**src/rtl/rtc_pkg.sv**
```systemverilog
// rtc_pkg: shared field codes, widths, limits, reset values and calendar
// helpers for the rtc_core real-time-clock/calendar.
package rtc_pkg;

  // Field codes used on set_field
  localparam logic [2:0] FIELD_SUBSEC = 3'd0;
  localparam logic [2:0] FIELD_SEC    = 3'd1;
  localparam logic [2:0] FIELD_MIN    = 3'd2;
  localparam logic [2:0] FIELD_HOUR   = 3'd3;
  localparam logic [2:0] FIELD_DAY    = 3'd4;
  localparam logic [2:0] FIELD_MONTH  = 3'd5;
  localparam logic [2:0] FIELD_YEAR_L = 3'd6;
  localparam logic [2:0] FIELD_YEAR_H = 3'd7;

  // Field widths
  localparam int SEC_W  = 6;
  localparam int MIN_W  = 6;
  localparam int HOUR_W = 5;
  localparam int DAY_W  = 5;
  localparam int MON_W  = 4;
  localparam int YEAR_W = 7;

  // Field limits
  localparam logic [SEC_W-1:0]  SEC_MAX  = 6'd59;
  localparam logic [MIN_W-1:0]  MIN_MAX  = 6'd59;
  localparam logic [HOUR_W-1:0] HOUR_MAX = 5'd23;
  localparam logic [DAY_W-1:0]  DAY_MIN  = 5'd1;
  localparam logic [MON_W-1:0]  MON_MIN  = 4'd1;
  localparam logic [MON_W-1:0]  MON_MAX  = 4'd12;
  localparam logic [YEAR_W-1:0] YEAR_MAX = 7'd99;

  // Reset values (calendar starts at 1 Jan 2000, 00:00:00)
  localparam logic [SEC_W-1:0]  RST_SEC    = 6'd0;
  localparam logic [MIN_W-1:0]  RST_MIN    = 6'd0;
  localparam logic [HOUR_W-1:0] RST_HOUR   = 5'd0;
  localparam logic [DAY_W-1:0]  RST_DAY    = 5'd1;
  localparam logic [MON_W-1:0]  RST_MON    = 4'd1;
  localparam logic [YEAR_W-1:0] RST_YEAR_L = 7'd0;
  localparam logic [YEAR_W-1:0] RST_YEAR_H = 7'd20;

  // Gregorian leap rule on a two-part year: centuries only when divisible by 400
  function automatic logic is_leap(input logic [YEAR_W-1:0] year_h,
                                   input logic [YEAR_W-1:0] year_l);
    logic leap;
    if (year_l != 7'd0) begin
      leap = (year_l[1:0] == 2'd0);
    end else begin
      leap = (year_h[1:0] == 2'd0);
    end
    return leap;
  endfunction

  // Length of a month in days
  function automatic logic [DAY_W-1:0] days_in_month(input logic [MON_W-1:0] month,
                                                     input logic leap);
    logic [DAY_W-1:0] dim;
    case (month)
      4'd2: begin
        if (leap) begin
          dim = 5'd29;
        end else begin
          dim = 5'd28;
        end
      end
      4'd4, 4'd6, 4'd9, 4'd11: dim = 5'd30;
      default: dim = 5'd31;
    endcase
    return dim;
  endfunction

  // Saturate a write value into [lo, hi]
  function automatic logic [15:0] clamp_u16(input logic [15:0] v,
                                            input logic [15:0] lo,
                                            input logic [15:0] hi);
    logic [15:0] r;
    if (v < lo) begin
      r = lo;
    end else if (v > hi) begin
      r = hi;
    end else begin
      r = v;
    end
    return r;
  endfunction

endpackage

```
**src/rtl/rtc_prescaler.sv**
```systemverilog
// rtc_prescaler: divides the input clock down to the sub-second tick.
// Counts 0..DIV-1 and ticks on the terminal count; clear restarts the
// count, hold freezes it and suppresses the tick.
module rtc_prescaler
  import rtc_pkg::*;
#(
  parameter int DIV = 10
) (
  input  logic i_clk,
  input  logic i_rst,
  input  logic i_clear,
  input  logic i_hold,
  output logic o_tick
);

  localparam int CNT_W = (DIV > 1) ? $clog2(DIV) : 1;
  localparam logic [CNT_W-1:0] PRE_TERM = CNT_W'(DIV - 2);

  logic [CNT_W-1:0] r_cnt;
  logic             r_at_term;

  // Division counter with a registered "at terminal count" flag
  always_ff @(posedge i_clk) begin
    if (i_rst) begin
      r_cnt     <= {CNT_W{1'b0}};
      r_at_term <= 1'b0;
    end else if (i_clear) begin
      r_cnt     <= {CNT_W{1'b0}};
      r_at_term <= 1'b0;
    end else if (i_hold) begin
      r_cnt     <= r_cnt;
      r_at_term <= r_at_term;
    end else if (r_at_term) begin
      r_cnt     <= {CNT_W{1'b0}};
      r_at_term <= 1'b0;
    end else begin
      r_cnt     <= r_cnt + CNT_W'(1);
      r_at_term <= (r_cnt == PRE_TERM);
    end
  end

  assign o_tick = r_at_term & ~i_hold;

endmodule

```
**src/rtl/rtc_core.sv**
```systemverilog
// rtc_core: real-time clock/calendar with Gregorian leap handling, clamped
// field writes through a valid/ready handshake, and per-channel alarms.
// Build option: define RTC_ALARM_EN to include the alarm comparators and
// flags; without it alarm_pulse/alarm_flag are tied low.
module rtc_core
  import rtc_pkg::*;
#(
  parameter int CLK_HZ     = 50_000_000,
  parameter int TICK_HZ    = 100,
  parameter int NUM_ALARMS = 2,
  parameter int SUB_W      = $clog2(TICK_HZ)
) (
  input  logic                     CLOCK_50,
  input  logic                     rst,
  input  logic                     hold,
  input  logic                     set_valid,
  output logic                     set_ready,
  input  logic [2:0]               set_field,
  input  logic [15:0]              set_value,
  output logic [SUB_W-1:0]         subsec,
  output logic [5:0]               second,
  output logic [5:0]               minute,
  output logic [4:0]               hour,
  output logic [4:0]               day,
  output logic [3:0]               month,
  output logic [6:0]               year_l,
  output logic [6:0]               year_h,
  input  logic [NUM_ALARMS-1:0]    alarm_en,
  input  logic [17*NUM_ALARMS-1:0] alarm_time,
  input  logic [NUM_ALARMS-1:0]    alarm_ack,
  output logic [NUM_ALARMS-1:0]    alarm_pulse,
  output logic [NUM_ALARMS-1:0]    alarm_flag
);

  localparam int DIV = CLK_HZ / TICK_HZ;
  localparam logic [SUB_W-1:0] SUB_MAX = SUB_W'(TICK_HZ - 1);

  logic [SUB_W-1:0]  r_subsec;
  logic [SEC_W-1:0]  r_second;
  logic [MIN_W-1:0]  r_minute;
  logic [HOUR_W-1:0] r_hour;
  logic [DAY_W-1:0]  r_day;
  logic [MON_W-1:0]  r_month;
  logic [YEAR_W-1:0] r_year_l, r_year_h;
  logic              r_set_ready;

  logic w_tick, w_accept, w_presc_clr, w_sub_wrap;
  logic [DAY_W-1:0] w_dim_cur, w_dim_wr, w_reclamp_day;
  logic [15:0] w_lo, w_hi, w_wval;
  logic [MON_W-1:0]  w_wr_month;
  logic [YEAR_W-1:0] w_wr_yl, w_wr_yh;

  logic [SUB_W-1:0]  w_tk_subsec, w_nx_subsec;
  logic [SEC_W-1:0]  w_tk_second, w_nx_second;
  logic [MIN_W-1:0]  w_tk_minute, w_nx_minute;
  logic [HOUR_W-1:0] w_tk_hour,   w_nx_hour;
  logic [DAY_W-1:0]  w_tk_day,    w_nx_day;
  logic [MON_W-1:0]  w_tk_month,  w_nx_month;
  logic [YEAR_W-1:0] w_tk_year_l, w_nx_year_l, w_tk_year_h, w_nx_year_h;

  assign w_accept    = set_valid & r_set_ready;
  assign w_presc_clr = w_accept & ((set_field == FIELD_SUBSEC) | (set_field == FIELD_SEC));
  assign w_dim_cur   = days_in_month(r_month, is_leap(r_year_h, r_year_l));

  rtc_prescaler #(.DIV(DIV)) u_prescaler (
    .i_clk   (CLOCK_50),
    .i_rst   (rst),
    .i_clear (w_presc_clr),
    .i_hold  (hold),
    .o_tick  (w_tick)
  );

  // Full single-edge carry ripple from subsec up to year_h
  always_comb begin
    w_tk_subsec = r_subsec;
    w_tk_second = r_second;
    w_tk_minute = r_minute;
    w_tk_hour   = r_hour;
    w_tk_day    = r_day;
    w_tk_month  = r_month;
    w_tk_year_l = r_year_l;
    w_tk_year_h = r_year_h;
    w_sub_wrap  = 1'b0;
    if (r_subsec != SUB_MAX) begin
      w_tk_subsec = r_subsec + SUB_W'(1);
    end else begin
      w_sub_wrap  = 1'b1;
      w_tk_subsec = {SUB_W{1'b0}};
      if (r_second != SEC_MAX) begin
        w_tk_second = r_second + 6'd1;
      end else begin
        w_tk_second = 6'd0;
        if (r_minute != MIN_MAX) begin
          w_tk_minute = r_minute + 6'd1;
        end else begin
          w_tk_minute = 6'd0;
          if (r_hour != HOUR_MAX) begin
            w_tk_hour = r_hour + 5'd1;
          end else begin
            w_tk_hour = 5'd0;
            if (r_day < w_dim_cur) begin
              w_tk_day = r_day + 5'd1;
            end else begin
              w_tk_day = DAY_MIN;
              if (r_month != MON_MAX) begin
                w_tk_month = r_month + 4'd1;
              end else begin
                w_tk_month = MON_MIN;
                if (r_year_l != YEAR_MAX) begin
                  w_tk_year_l = r_year_l + 7'd1;
                end else begin
                  w_tk_year_l = 7'd0;
                  if (r_year_h != YEAR_MAX) begin
                    w_tk_year_h = r_year_h + 7'd1;
                  end else begin
                    w_tk_year_h = 7'd0;
                  end
                end
              end
            end
          end
        end
      end
    end
  end

  // Legal range of the addressed field and the clamped write value
  always_comb begin
    w_lo = 16'd0;
    w_hi = 16'd0;
    case (set_field)
      FIELD_SUBSEC: w_hi = 16'(SUB_MAX);
      FIELD_SEC:    w_hi = 16'(SEC_MAX);
      FIELD_MIN:    w_hi = 16'(MIN_MAX);
      FIELD_HOUR:   w_hi = 16'(HOUR_MAX);
      FIELD_DAY: begin
        w_lo = 16'(DAY_MIN);
        w_hi = 16'(w_dim_cur);
      end
      FIELD_MONTH: begin
        w_lo = 16'(MON_MIN);
        w_hi = 16'(MON_MAX);
      end
      FIELD_YEAR_L: w_hi = 16'(YEAR_MAX);
      FIELD_YEAR_H: w_hi = 16'(YEAR_MAX);
      default: begin
        w_lo = 16'd0;
        w_hi = 16'd0;
      end
    endcase
    w_wval = clamp_u16(set_value, w_lo, w_hi);
  end

  // Day re-clamped against the month/year that a write is about to install
  always_comb begin
    w_wr_month = r_month;
    w_wr_yl    = r_year_l;
    w_wr_yh    = r_year_h;
    if (set_field == FIELD_MONTH) begin
      w_wr_month = w_wval[MON_W-1:0];
    end else if (set_field == FIELD_YEAR_L) begin
      w_wr_yl = w_wval[YEAR_W-1:0];
    end else if (set_field == FIELD_YEAR_H) begin
      w_wr_yh = w_wval[YEAR_W-1:0];
    end else begin
      w_wr_month = r_month;
    end
    w_dim_wr = days_in_month(w_wr_month, is_leap(w_wr_yh, w_wr_yl));
    if (r_day > w_dim_wr) begin
      w_reclamp_day = w_dim_wr;
    end else begin
      w_reclamp_day = r_day;
    end
  end

  // Next state: an accepted write wins and discards a coincident tick
  always_comb begin
    w_nx_subsec = r_subsec;
    w_nx_second = r_second;
    w_nx_minute = r_minute;
    w_nx_hour   = r_hour;
    w_nx_day    = r_day;
    w_nx_month  = r_month;
    w_nx_year_l = r_year_l;
    w_nx_year_h = r_year_h;
    if (w_accept) begin
      case (set_field)
        FIELD_SUBSEC: w_nx_subsec = w_wval[SUB_W-1:0];
        FIELD_SEC:    w_nx_second = w_wval[SEC_W-1:0];
        FIELD_MIN:    w_nx_minute = w_wval[MIN_W-1:0];
        FIELD_HOUR:   w_nx_hour   = w_wval[HOUR_W-1:0];
        FIELD_DAY:    w_nx_day    = w_wval[DAY_W-1:0];
        FIELD_MONTH: begin
          w_nx_month = w_wval[MON_W-1:0];
          w_nx_day   = w_reclamp_day;
        end
        FIELD_YEAR_L: begin
          w_nx_year_l = w_wval[YEAR_W-1:0];
          w_nx_day    = w_reclamp_day;
        end
        FIELD_YEAR_H: begin
          w_nx_year_h = w_wval[YEAR_W-1:0];
          w_nx_day    = w_reclamp_day;
        end
        default: w_nx_subsec = r_subsec;
      endcase
    end else if (w_tick) begin
      w_nx_subsec = w_tk_subsec;
      w_nx_second = w_tk_second;
      w_nx_minute = w_tk_minute;
      w_nx_hour   = w_tk_hour;
      w_nx_day    = w_tk_day;
      w_nx_month  = w_tk_month;
      w_nx_year_l = w_tk_year_l;
      w_nx_year_h = w_tk_year_h;
    end else begin
      w_nx_subsec = r_subsec;
    end
  end

  // Time/calendar registers and write-handshake ready
  always_ff @(posedge CLOCK_50) begin
    if (rst) begin
      r_subsec    <= {SUB_W{1'b0}};
      r_second    <= RST_SEC;
      r_minute    <= RST_MIN;
      r_hour      <= RST_HOUR;
      r_day       <= RST_DAY;
      r_month     <= RST_MON;
      r_year_l    <= RST_YEAR_L;
      r_year_h    <= RST_YEAR_H;
      r_set_ready <= 1'b1;
    end else begin
      r_subsec    <= w_nx_subsec;
      r_second    <= w_nx_second;
      r_minute    <= w_nx_minute;
      r_hour      <= w_nx_hour;
      r_day       <= w_nx_day;
      r_month     <= w_nx_month;
      r_year_l    <= w_nx_year_l;
      r_year_h    <= w_nx_year_h;
      r_set_ready <= ~w_accept;
    end
  end

  assign set_ready = r_set_ready;
  assign subsec    = r_subsec;
  assign second    = r_second;
  assign minute    = r_minute;
  assign hour      = r_hour;
  assign day       = r_day;
  assign month     = r_month;
  assign year_l    = r_year_l;
  assign year_h    = r_year_h;

  logic w_unused_wval;
  assign w_unused_wval = ^w_wval;

`ifdef RTC_ALARM_EN
  logic [NUM_ALARMS-1:0] w_alarm_hit, r_alarm_pulse, r_alarm_flag;

  // Alarm match only on a tick that rolls subsec to zero (never on writes)
  always_comb begin
    w_alarm_hit = {NUM_ALARMS{1'b0}};
    for (int k = 0; k < NUM_ALARMS; k++) begin
      w_alarm_hit[k] = w_tick & ~w_accept & w_sub_wrap & alarm_en[k] &
                       ({w_tk_hour, w_tk_minute, w_tk_second} == alarm_time[17*k +: 17]);
    end
  end

  // One-cycle strobe plus sticky flag; a new match beats a same-cycle ack
  always_ff @(posedge CLOCK_50) begin
    if (rst) begin
      r_alarm_pulse <= {NUM_ALARMS{1'b0}};
      r_alarm_flag  <= {NUM_ALARMS{1'b0}};
    end else begin
      r_alarm_pulse <= w_alarm_hit;
      r_alarm_flag  <= (r_alarm_flag & ~alarm_ack) | w_alarm_hit;
    end
  end

  assign alarm_pulse = r_alarm_pulse;
  assign alarm_flag  = r_alarm_flag;
`else
  assign alarm_pulse = {NUM_ALARMS{1'b0}};
  assign alarm_flag  = {NUM_ALARMS{1'b0}};

  logic w_unused_alarm;
  assign w_unused_alarm = ^{alarm_en, alarm_time, alarm_ack, w_sub_wrap};
`endif

endmodule
```
**config.mk**
```make
export PLATFORM = sky130hd
export DESIGN_NAME = rtc_core
export DESIGN_NICKNAME = d
export VERILOG_FILES = /design/src/rtl/rtc_pkg.sv /design/src/rtl/rtc_prescaler.sv /design/src/rtl/rtc_core.sv
export SDC_FILE = /design/constraint.sdc
export NUM_CORES = 1
export LEC_CHECK = 0
export BUFFER_PORTS_ARGS = -buffer_cell sky130_fd_sc_hd__clkbuf_2
export CORE_AREA = 2 2 122 124
export CTS_BUF_LIST = sky130_fd_sc_hd__clkbuf_16
export DETAILED_ROUTE_END_ITERATION = 12
export DIE_AREA = 0 0 124 126
export PLACE_DENSITY_LB_ADDON = 0.1
export SLEW_MARGIN = 25
export SYNTH_ARGS = -nofsm -noshare
export SYNTH_HDL_FRONTEND = slang
export SYNTH_SLANG_ARGS = --single-unit
```
**constraint.sdc**
```tcl
create_clock -name CLOCK_50 -period 4.9 [get_ports CLOCK_50]
set_input_delay 0.245 -clock CLOCK_50 [delete_from_list [all_inputs] [get_ports CLOCK_50]]
set_output_delay 0.245 -clock CLOCK_50 [all_outputs]
set_load 0.005 [all_outputs]
```
==> results.json <==
{
  "antenna_found_initial": 0,
  "swShare_pct": 29.5,
  "clock_path_buffers": 2,
  "io_buffers": 70,
  "fp.coreArea_um2": 14300,
  "p_sw_mw": 0.440,
  "grt_start_max_net_pins": 41,
  "syn2layout_area_growth_pct": 22.7,
  "fin_crit_ps": 4520,
  "drtPass1Iterations": 6,
  "crit_path_start": "year_l[2]",
  "routed_wl_mm": 14.6,
  "comb_power_share_pct": 14.5,
  "drive_gt1_share_pct": 21.0,
  "clkPwrFrac_pct": 46.6,
  "cp_max_fo": 7,
  "tritoncts": "yes",
  "ys.flop_type": "dfxtp_1",
  "status": "complete, no violations",
  "tns_ps": 0,
  "hold_viol": 0,
  "power_density_nw_per_um2": 262,
  "maxSlewHeadroom_pct": 37.2,
  "grt_pass1_wl_mm": 23.6,
  "seq_area_frac_synth_pct": 29.3,
  "multiInputGateArea_um2": 3140,
  "drc": 0,
  "syn_avg_cell_area_um2": 7.60,
  "crit_required_ps": 5090,
  "track_usage_pct": 19.3,
  "fin_skew_ps": 13.2,
  "htree_levels": 3,
  "final_cell_mix": "70 x clkbuf_2, 67 x dfxtp_1, 63 x nor2_1, 56 x nand2_1, 56 x o21ai_0",
  "clock_latency_ps": 350,
  "slowest_stage": "or3_4",
  "num_vias": 4877,
  "cpMostUsedCell": "a211oi_1",
  "max-cap-violations": 0,
  "synth.distinct_cells": 72,
  "nets": 786,
  "critPathTopFamily": "compound AO/OA/AOI/OAI gates",
  "cts_hold_buf": 0,
  "ys_async_sr_fraction_pct": 0,
  "start_util_pct": 32.4,
  "numCtsBuffers": 9,
  "cp.arrival_ps": 4710,
  "r2r_start": "year_l[2]",
  "slew_viol_final": 0,
  "crit_path_max_incr_delay_ps": 420,
  "drtIter0Drc": 356,
  "antennaDiodeCount": 0,
  "clock-sinks": 68,
  "hold_path_class": "in2reg",
  "power_frac_seq_pct": 38.9,
  "synth.cell_area_um2": 4640,
  "hold_ws_ps": 243,
  "worstHoldStart": "hold",
  "globalplace.congestion": 0.893,
  "final_common_cell": "clkbuf_2",
  "endpoint_kind": "flop",
  "critical_path.cell_chain": "or3_4, o41ai_4, a211o_1, nand2_1, ha_1, and4_1, nand2_1, a21boi_2, or2_2, o2111a_1, a211oi_2, nor2_1, a211oi_1, ha_1, a211oi_1, o21ai_0, a21oi_2, o21ai_0, a211oi_1, nor3_1",
  "die_x_um": 124,
  "cts.clk_slew.worst_paths_ps": 60,
  "ys_warn_count": 0,
  "dp_hpwl_mm": 10.5,
  "fp.dieArea_um2": 15600,
  "ios": 113,
  "final_cell_area_um2": 5700,
  "report.final.setup_viol": 0,
  "min_period_over_period_pct": 92.2,
  "worst_pin_slew_ps": 942,
  "placed_cells": 873,
  "path_buf_inv": 0,
  "instances_no_fill": 889,
  "synth_edf_count": 0,
  "rsz0062_at_grt": "false",
  "viasPerCell": 5.49,
  "placed_area_um2": 5380,
  "fmax_ghz": 0.221,
  "overflow": 0,
  "leakagePower_nw": 2.33,
  "cp-start-kind": "flop",
  "wl_per_cell_um": 16.4,
  "fill_cells": 1550,
  "postSynthCellCount": 611,
  "layout.area.seq_um2": 1360,
  "ant_nets": 0,
  "max-vdd-ir-drop_mv": 0.161,
  "ys_seq_elements": 68,
  "internal_power_mw": 1.05,
  "worstSetupPathType": "reg2reg",
  "die_h_um": 126,
  "root_buffer": "clkbuf_16",
  "grt_pass1_vias": 4522,
  "num_rows": 44
}
[cells by family (layout without fill, tap and decap cells)]
group | count (synthesis) | after routing | share of synthesized area, %
AO/OA/AOI/OAI | 185 | 185 | 26.1
XOR/XNOR | 21 | 21 | 3.96
adder cells (fa/ha/maj) | 25 | 25 | 6.73
buffers and inverters | 45 | 136 | 4.01
flip-flops | 68 | 68 | 29.3
multiplexers | 3 | 3 | 0.673
other | 1 | 4 | 0.0807
AND/OR/NAND/NOR | 263 | 263 | 29.1
[layer usage]
layer,part of all wire (%),track usage [%]
met1,50,27.2
met2,45,29.4
met3,3.7,3.17
met4,2.1,7.20
met5,0,0
[state kept, by name, summed over array words and instances (netlist names)]
| name | cells |
|---|---|
| month | 4 |
| u_prescaler.r_cnt | 19 |
| subsec | 7 |
| year_l | 7 |
| set_ready | 1 |
| minute | 6 |
| hour | 5 |
| year_h | 7 |
| day | 5 |
| u_prescaler.r_at_term | 1 |
| second | 6 |
[power groups by stage]
stage | combinational, mW | clock (mW) | sequential (mW)
after CTS | 0.216 | 0.716 | 0.580
after floorplan | 0.129 | 0 | 0.592
after global routing | 0.242 | 0.739 | 0.583
after global placement | 0.212 | 0 | 0.593
after detailed placement | 0.214 | 0 | 0.593
final | 0.217 | 0.695 | 0.581
[what timing repair did]
action	CTS	global route
endpoints found under the setup margin	0	5
buffers inserted	0	0
gates resized for setup	0	4
hold endpoints to repair	0	0
[path summary, 6_finish.rpt]
path                                              end  slack [ps]  cells past startpoint
worst max-delay path                           day[3]         380                     20
worst min-delay path             u_prescaler.r_cnt[0]         240                      3
worst max register to register                 day[3]         380                     20
worst min register to register  u_prescaler.r_at_term         480                      2
[per-stage QoR]
stage | util, % | setup slack (ps) | total power [mW]
final | 39.8 | 384 | 1.49
after detailed placement | 37.6 | 151 | 0.807
after floorplan | - | 268 | 0.721
after CTS | 39.7 | 108 | 1.51
after global placement | 37.5 | 173 | 0.805
after global routing | 39.8 | 14.9 | 1.56
[worst register-to-register path, stage by stage (launching register included)]
cell and delay [ps]:
dfxtp_1 320, or3_4 420, o41ai_4 290, a211o_1 180, nand2_1 60, ha_1 270, and4_1 170, nand2_1 40
a21boi_2 190, or2_2 310, o2111a_1 260, a211oi_2 280, nor2_1 70, a211oi_1 220, ha_1 280, a211oi_1 200
o21ai_0 130, a21oi_2 190, o21ai_0 160, a211oi_1 260, nor3_1 80
[cell type report]
cell class | count | share of cell area, %
Sequential cell | 68 | 23.9
Clock buffer | 9 | 3.95
Tap cell | 184 | 4.04
Inverter | 17 | 1.12
Clock inverter | 7 | 1.47
Multi-Input combinational cell | 501 | 55.0
Timing Repair Buffer | 103 | 10.5
[Yosys cell counts (5+ instances only)]
cell type / number / area (um^2)
a211oi_1: 12 / 90.1
a21oi_1: 37 / 185
a22oi_1: 6 / 45.0
a31oi_1: 10 / 62.6
and2_1: 7 / 43.8
and3_1: 16 / 100
clkbuf_1: 21 / 78.8
dfxtp_1: 68 / 1360
ha_1: 25 / 313
inv_1: 17 / 63.8
nand2_1: 56 / 210
nand2b_1: 7 / 43.8
nand3_1: 32 / 160
nor2_1: 63 / 236
nor2b_1: 9 / 56.3
nor3_1: 27 / 135
nor3b_1: 6 / 45.0
nor4_1: 6 / 37.5
o211a_1: 5 / 50.1
o211ai_1: 10 / 75.1
o21ai_0: 57 / 285
o21ai_1: 5 / 25.0
o22ai_1: 6 / 37.5
or2_2: 6 / 37.5
or3_1: 5 / 31.3
xnor2_1: 6 / 52.6
xor2_1: 15 / 131
(Power assumes the default switching activity.)
